## config.mk

```make
export PLATFORM = sky130hd
export DESIGN_NAME = pong_game_ctrl
export DESIGN_NICKNAME = d
export VERILOG_FILES = /design/src/rtl/pong_game_ctrl.sv
export SDC_FILE = /design/constraint.sdc
export NUM_CORES = 1
export LEC_CHECK = 0
export CORE_ASPECT_RATIO = 1.2
export CORE_MARGIN = 8
export CORE_UTILIZATION = 45
export DETAILED_ROUTE_END_ITERATION = 10
export PLACE_DENSITY = 0.79
export REMOVE_ABC_BUFFERS = 1
export SETUP_SLACK_MARGIN = 0.1
export SYNTH_ARGS = -nofsm -noshare
export SYNTH_HDL_FRONTEND = slang
export SYNTH_SLANG_ARGS = --single-unit
```

## constraint.sdc

```tcl
create_clock -name clk -period 1.7 [get_ports clk]
set_input_delay 0.51 -clock clk [delete_from_list [all_inputs] [get_ports clk]]
set_output_delay 0.51 -clock clk [all_outputs]
set_load 0.01 [all_outputs]
```

## src/rtl/pong_game_ctrl.sv

```systemverilog
// Pong game-flow controller: sequences new game, play, ball respawn pause and
// game-over pause, and drives the score counter and graphics-freeze strobes.
module pong_game_ctrl #(
  parameter int BALLS       = 3,
  parameter int TIMER_TICKS = 120
) (
  input  logic       clk,
  input  logic       reset,
  input  logic [1:0] btn,
  input  logic       hit,
  input  logic       miss,
  input  logic       refr_tick,
  output logic       d_inc,
  output logic       d_clr,
  output logic       gra_still,
  output logic [1:0] balls_left,
  output logic [1:0] game_state
);

  typedef enum logic [1:0] {
    NEWGAME = 2'b00,
    PLAY    = 2'b01,
    NEWBALL = 2'b10,
    OVER    = 2'b11
  } state_t;

  localparam logic [1:0] BALLS_INIT = 2'(BALLS);
  localparam logic [6:0] TICKS_INIT = 7'(TIMER_TICKS);

  state_t     state, state_next;
  logic [1:0] balls_next;
  logic [6:0] timer;
  logic       timer_start, timer_up, pressed;
  logic       inc_next, clr_next;

  assign pressed    = (btn != 2'b00);
  assign timer_up   = (timer == 7'd0);
  assign gra_still  = (state != PLAY);
  assign game_state = state;

  // NOTE: sequential state uses non-blocking assignments so every register
  // samples the pre-edge values of its neighbours, independent of block order.
  always_ff @(posedge clk) begin
    if (!reset) begin
      state      <= NEWGAME;
      balls_left <= BALLS_INIT;
      timer      <= 7'd0;
      d_inc      <= 1'b0;
      d_clr      <= 1'b0;
    end else begin
      state      <= state_next;
      balls_left <= balls_next;
      d_inc      <= inc_next;
      d_clr      <= clr_next;
      // A fresh load beats a decrement arriving in the same cycle.
      if (timer_start)
        timer <= TICKS_INIT;
      else if (refr_tick && !timer_up)
        timer <= timer - 7'd1;
    end
  end

  // NOTE: every output of this block gets a default first, so no path leaves
  // a signal unassigned and no latch is inferred.
  always_comb begin
    state_next  = state;
    balls_next  = balls_left;
    timer_start = 1'b0;
    inc_next    = 1'b0;
    clr_next    = 1'b0;
    unique case (state)
      NEWGAME: begin
        if (pressed) begin
          state_next = PLAY;
          balls_next = BALLS_INIT - 2'd1;
          clr_next   = 1'b1;
        end
      end
      PLAY: begin
        // A simultaneous hit and miss counts only as a miss.
        if (miss) begin
          timer_start = 1'b1;
          if (balls_left != 2'd0) begin
            balls_next = balls_left - 2'd1;
            state_next = NEWBALL;
          end else begin
            state_next = OVER;
          end
        end else if (hit) begin
          inc_next = 1'b1;
        end
      end
      NEWBALL: begin
        if (timer_up && pressed)
          state_next = PLAY;
      end
      OVER: begin
        if (timer_up) begin
          state_next = NEWGAME;
          balls_next = BALLS_INIT;
        end
      end
      default: state_next = NEWGAME;
    endcase
  end

endmodule
```

-- Yosys cells after proc, flatten, opt, wreduce, memory -nomap -nowiden
Cells that the tools add are included.
Widths: inputs -> output; s select.
- flip-flop bits (word level): 13
- output and inout bits: 7
- logic and storage cells: 50
- add/sub/neg operators: 2
- equal/unequal tests: 9
- multiplexer cells: 17
- bitwise gates (word level): 2
- reductions and logical operators: 14
- operators by type and width (cell ; count):
    $mux 2 ; 8
    $mux 7 ; 2
    $ne 2x2->1 const B ; 5
    $pmux 2 s4 ; 1
    $logic_not 7->1 ; 1
    $sub 7x1->7 const B ; 1
    $pmux 2 s3 ; 1
    $reduce_bool 2->1 ; 3
    $mux 1 ; 5
    $reduce_and 5->1 ; 1
    $eq 2x2->1 const B ; 2
    $reduce_and 4->1 ; 1
    $reduce_bool 3->1 ; 1
    $reduce_or 3->1 ; 1
    $eq 2x1->1 const B ; 1
    $logic_and 1x1->1 ; 2
    $logic_not 2->1 ; 1
    $ne 2x1->1 const B ; 1
    $not 1->1 ; 2
    $reduce_and 2->1 ; 1
    $reduce_or 2->1 ; 1
    $sub 2x1->2 const B ; 1
    $logic_not 1->1 ; 1

-- Logic depth before layout (Yosys ltp)
- depth after elaboration: 5
- mapped depth: 7
- mapped depth without buffers: 6

-- Worst setup path after synthesis
No wires, ideal clock.
- kind: register to register
- start: register timer[0]
- end: register state[0] (netlist: game_state[0])
- arrival: 1.690 ns
- data required time: 1.573 ns
- slack: -0.117 ns
- cell stages (with the launch flop): 8
- buffers on the path: 1
- clock period less this slack: 1.817 ns
- cells stage by stage: dfxtp_1 -> inv_1 -> ha_1 -> or4b_4 -> buf_6 -> o31a_1 -> o41ai_2 -> a21oi_1
- cells in the longest elaborated chain, start to end: 4
- elaborated cells on any way between the ends: 5
- those cells by class: eq/ne: 2; reduce/logical: 3
- RTL lines (what ; RTL line ; text):
    start: declaration ; 32 ; logic [6:0] timer;
    start signal: assignment ; 59 ; timer <= timer - 7'd1;
    $logic_not 7->1 (*) ; 37 ; assign timer_up = (timer == 7'd0);
    $logic_and 1x1->1 ; 94 ; if (timer_up && pressed)
    $ne 2x2->1 (no line) ; n/a ;
    $reduce_and 4->1 (no line) (*) ; n/a ;
    end signal: assignment ; 51 ; state <= state_next;
    end: declaration ; 30 ; state_t state, state_next;
Every way passes the cells marked *; elsewhere a longest branch is shown, timed or not.
A chain may end at the register's enable or synchronous reset.

-- Worst setup path in the final report
Same ends and word-level chain as after synthesis.

==> impl_results.md <==
* HP Start: game_state[0]$_SDFFE_PN0P_
* Die Y at 61.78 um
* Yosys Warn Count at 0
* Crit-path cells: inv_2 > ha_4 > or4b_4 > o21a_1 > o41ai_2 > a21oi_1
* Critical path endpoint category: flip-flop
* Achievable clock frequency at 566.3 MHz
* Synth area leaders: dfxtp_1 (33%), ha_1 (11%), a21oi_1 (4.5%), inv_1 (4.3%), o41ai_2 (4.1%)
* Final Non-Filler Cells at 144
* Share of cells above drive strength 1 at 33.33%
* Sequential-to-total area share from yosys stat at 33.12%
* Maximum fanout along the worst path at 5
* Residual DRC at 0
* Clock transition at the registers of the reported paths at 80 ps
* Total Routing Usage GR at 13.50%
* Total number of vias at 792
* # IOs at 14
* Setup Skew at 0.6167 ps
* DR iter-0 viols at 10
* Max-Cap Viols at 0
* Period utilisation layout at 103.9%
* Total grt overflow at 0
* GRT busiest layer: met2
* Number of diodes at 0
* Outcome: complete, but fails checks
* Max stage delay cell, worst path: or4b_4
* Reg2reg start: timer[0]$_SDFFE_PP0P_
* Simple-gate share of the synthesized area at 21.18%
* Mean Syn Cell Area at about 8.6 um2
* Place WS at -252.4 ps
* Power Density at 1676 mW/mm2
* VDD IR max at 1059 uV
* Synth top area share at 33.12%
* Dpl cells at 140
* Final setup vio count at 4
* Critical path's top delay family: compound AO/OA/AOI/OAI gates
* WS Path Type: flip-flop to flip-flop
* P&R area growth vs syn at 44.75%
* Primary FF master, synth: dfxtp_1
* Synth Area in Adders at 11.15%
* Failing checks: setup timing
* GPL Wtd Cong at 0.8159
* Grt met1 use at around an eighth
* Worst Hold Class: flip-flop to flip-flop
* Routed wire per std cell at 13.74 um
* Setup WS post-layout at -65.73 ps
* EDFF count, synth at 0
* Hold Fails Final Rpt at 0
* CTS tree: done
* Clock period minus worst slack at 1766 ps
* Synth Area in Compound Gates at between 20% and 30%
* Critical Path Start: timer[0]$_SDFFE_PP0P_
* DRT Pass-1 Iters at 4
* Core area at 0.001642 mm2
* # port buffers at 13
* Ys async rst share at 0%
* Setup repair bufs after CTS at 0
* WL final at a little under 2000 um
* Slew Limit Fails at 0
* Largest net degree at the start of global routing at 12
* Cell taking the most area after synthesis: dfxtp_1
* Leakage at 0.5206 nW
* Nets at 141
* Post-synth cell types at 33
* First-pass GRT wire length at roughly 3300 um
* CP Launch Type: flip-flop
* CP peak stage delay at 500 ps
* Largest family of logic cells by synthesized area: compound AO/OA/AOI/OAI gates
* Vias per std cell at 5.500
* CTS H-tree depth at 1
* Die width at 54.15 um
* Clock Path Buffers at 2
* Synth Area in XOR/XNOR at 4.459%
* Number of global-route vias before repair at 837
* Initial antenna violation count at 0
* HPWL Detailed at 1572 um
* Multiplexer share of the synthesized area at 0%
* Cell Area, Synth at 785.8 um2
* Num CTS Buffers at 3
* Clock Root Buffer: clkbuf_4
* Grt met3 use at 4.286%
* Slew @ Worst Pin at roughly 330 ps
* Syn Inst Count at 91
* Core Util, Final at 69.28%
* RSZ-0062 raised after global routing: yes
* Starting density of the core at around 48%
* Worst EP arrival at 1930 ps
* Worst skew pair latency at around 280 ps
* Yosys reg bits at 13
* Die ar. at approximately 0.0033 mm2
* CP required at about 1900 ps
* Relative slew margins at approximately four fifths
* Power, Total at 1.906 mW
* Buf+Inv Stages, Crit Path at 1
* CTS sink cnt at 13
* Row cnt at 16
* Post-DRT Antenna Nets at 0
* M2 GR Usage at 24.59%
* WHS at ~490 ps
==> cells by family after synthesis <==
family | Yosys count
XOR/XNOR | 4
AO/OA/AOI/OAI | 27
AND/OR/NAND/NOR | 28
buffers and inverters | 12
adder cells (fa/ha/maj) | 7
flip-flops | 13
==> cells in the final DEF (no fill, tap or decap), drive strengths merged, types with 4 or more instances in the layout <==
master and instances:
dlygate4sd2 6, a21oi 7, nand2 6, clkdlybuf4s50 5, dfxtp 13, o21ai 9, buf 22, inv 9
ha 7, clkbuf 4, nor2 7
==> tightest hold or removal path: stages, from the launching register on <==
cell,delay [ps]
dfxtp_2,350
o41ai_2,50
a21oi_1,50
==> synthesized netlist by cell type, types with 2 or more instances <==
| library cell | number |
|---|---|
| a21oi_1 | 7 |
| a31oi_1 | 2 |
| clkbuf_1 | 2 |
| dfxtp_1 | 13 |
| ha_1 | 7 |
| inv_1 | 9 |
| nand2_1 | 6 |
| nand4_1 | 2 |
| nor2_1 | 7 |
| nor4b_1 | 2 |
| o211ai_1 | 2 |
| o21ai_0 | 4 |
| o21ai_1 | 5 |
| o41ai_2 | 2 |
| xor2_1 | 3 |
==> stage by stage <==
stage | instance area (um2) | TNS, ps
final | 1137 | -111.2
after global routing | 1137 | -423.6
after CTS | 1129 | -136.0
after detailed placement | 1077 | -1499
after global placement | 1077 | -1271
after floorplan | 767.0 | -80.51
==> power breakdown <==
group          switching (mW)  internal (mW)
registers              0.0779          0.424
logic                   0.599          0.610
clock network           0.104         0.0912
==> timing repair <==
action                                 4_1_cts  5_1_grt
endpoints found under the hold margin        0        0
hold buffers                                 0        0
pin swaps                                    8        3
gates resized for setup                     22        4
setup endpoints to repair                   17       12
==> layout make-up <==
cell class	count	area, um2
clock buffer	4	26.28
fill	140	504.2
inverter	9	33.78
multi-input combinational	66	509.2
sequential	13	264.0
tap	18	22.52
timing repair buffer	34	281.5
==> metal layers <==
metal  vias to the layer above  part of all wire, %
met4                         0                  3.2
li1                        395                    -
met1                       368                   40
met3                         9                  5.9
met5                         -                    0
met2                        20                   51
==> registers in the layout, indices dropped and copies added, names as in the netlist <==
| register | flops |
|---|---|
| game_state | 2 |
| timer | 7 |
| d_inc | 1 |
| balls_left | 2 |
| d_clr | 1 |
==> worst paths after layout <==
check / slack (ps) / endpoint / cells past startpoint
hold / removal: 490 / game_state[0]$_SDFFE_PN0P_ / 2
setup reg to reg: -70 / game_state[0]$_SDFFE_PN0P_ / 6
setup / recovery: -70 / game_state[0]$_SDFFE_PN0P_ / 6
hold reg to reg: 490 / game_state[0]$_SDFFE_PN0P_ / 2
(Power assumes the default switching activity.)
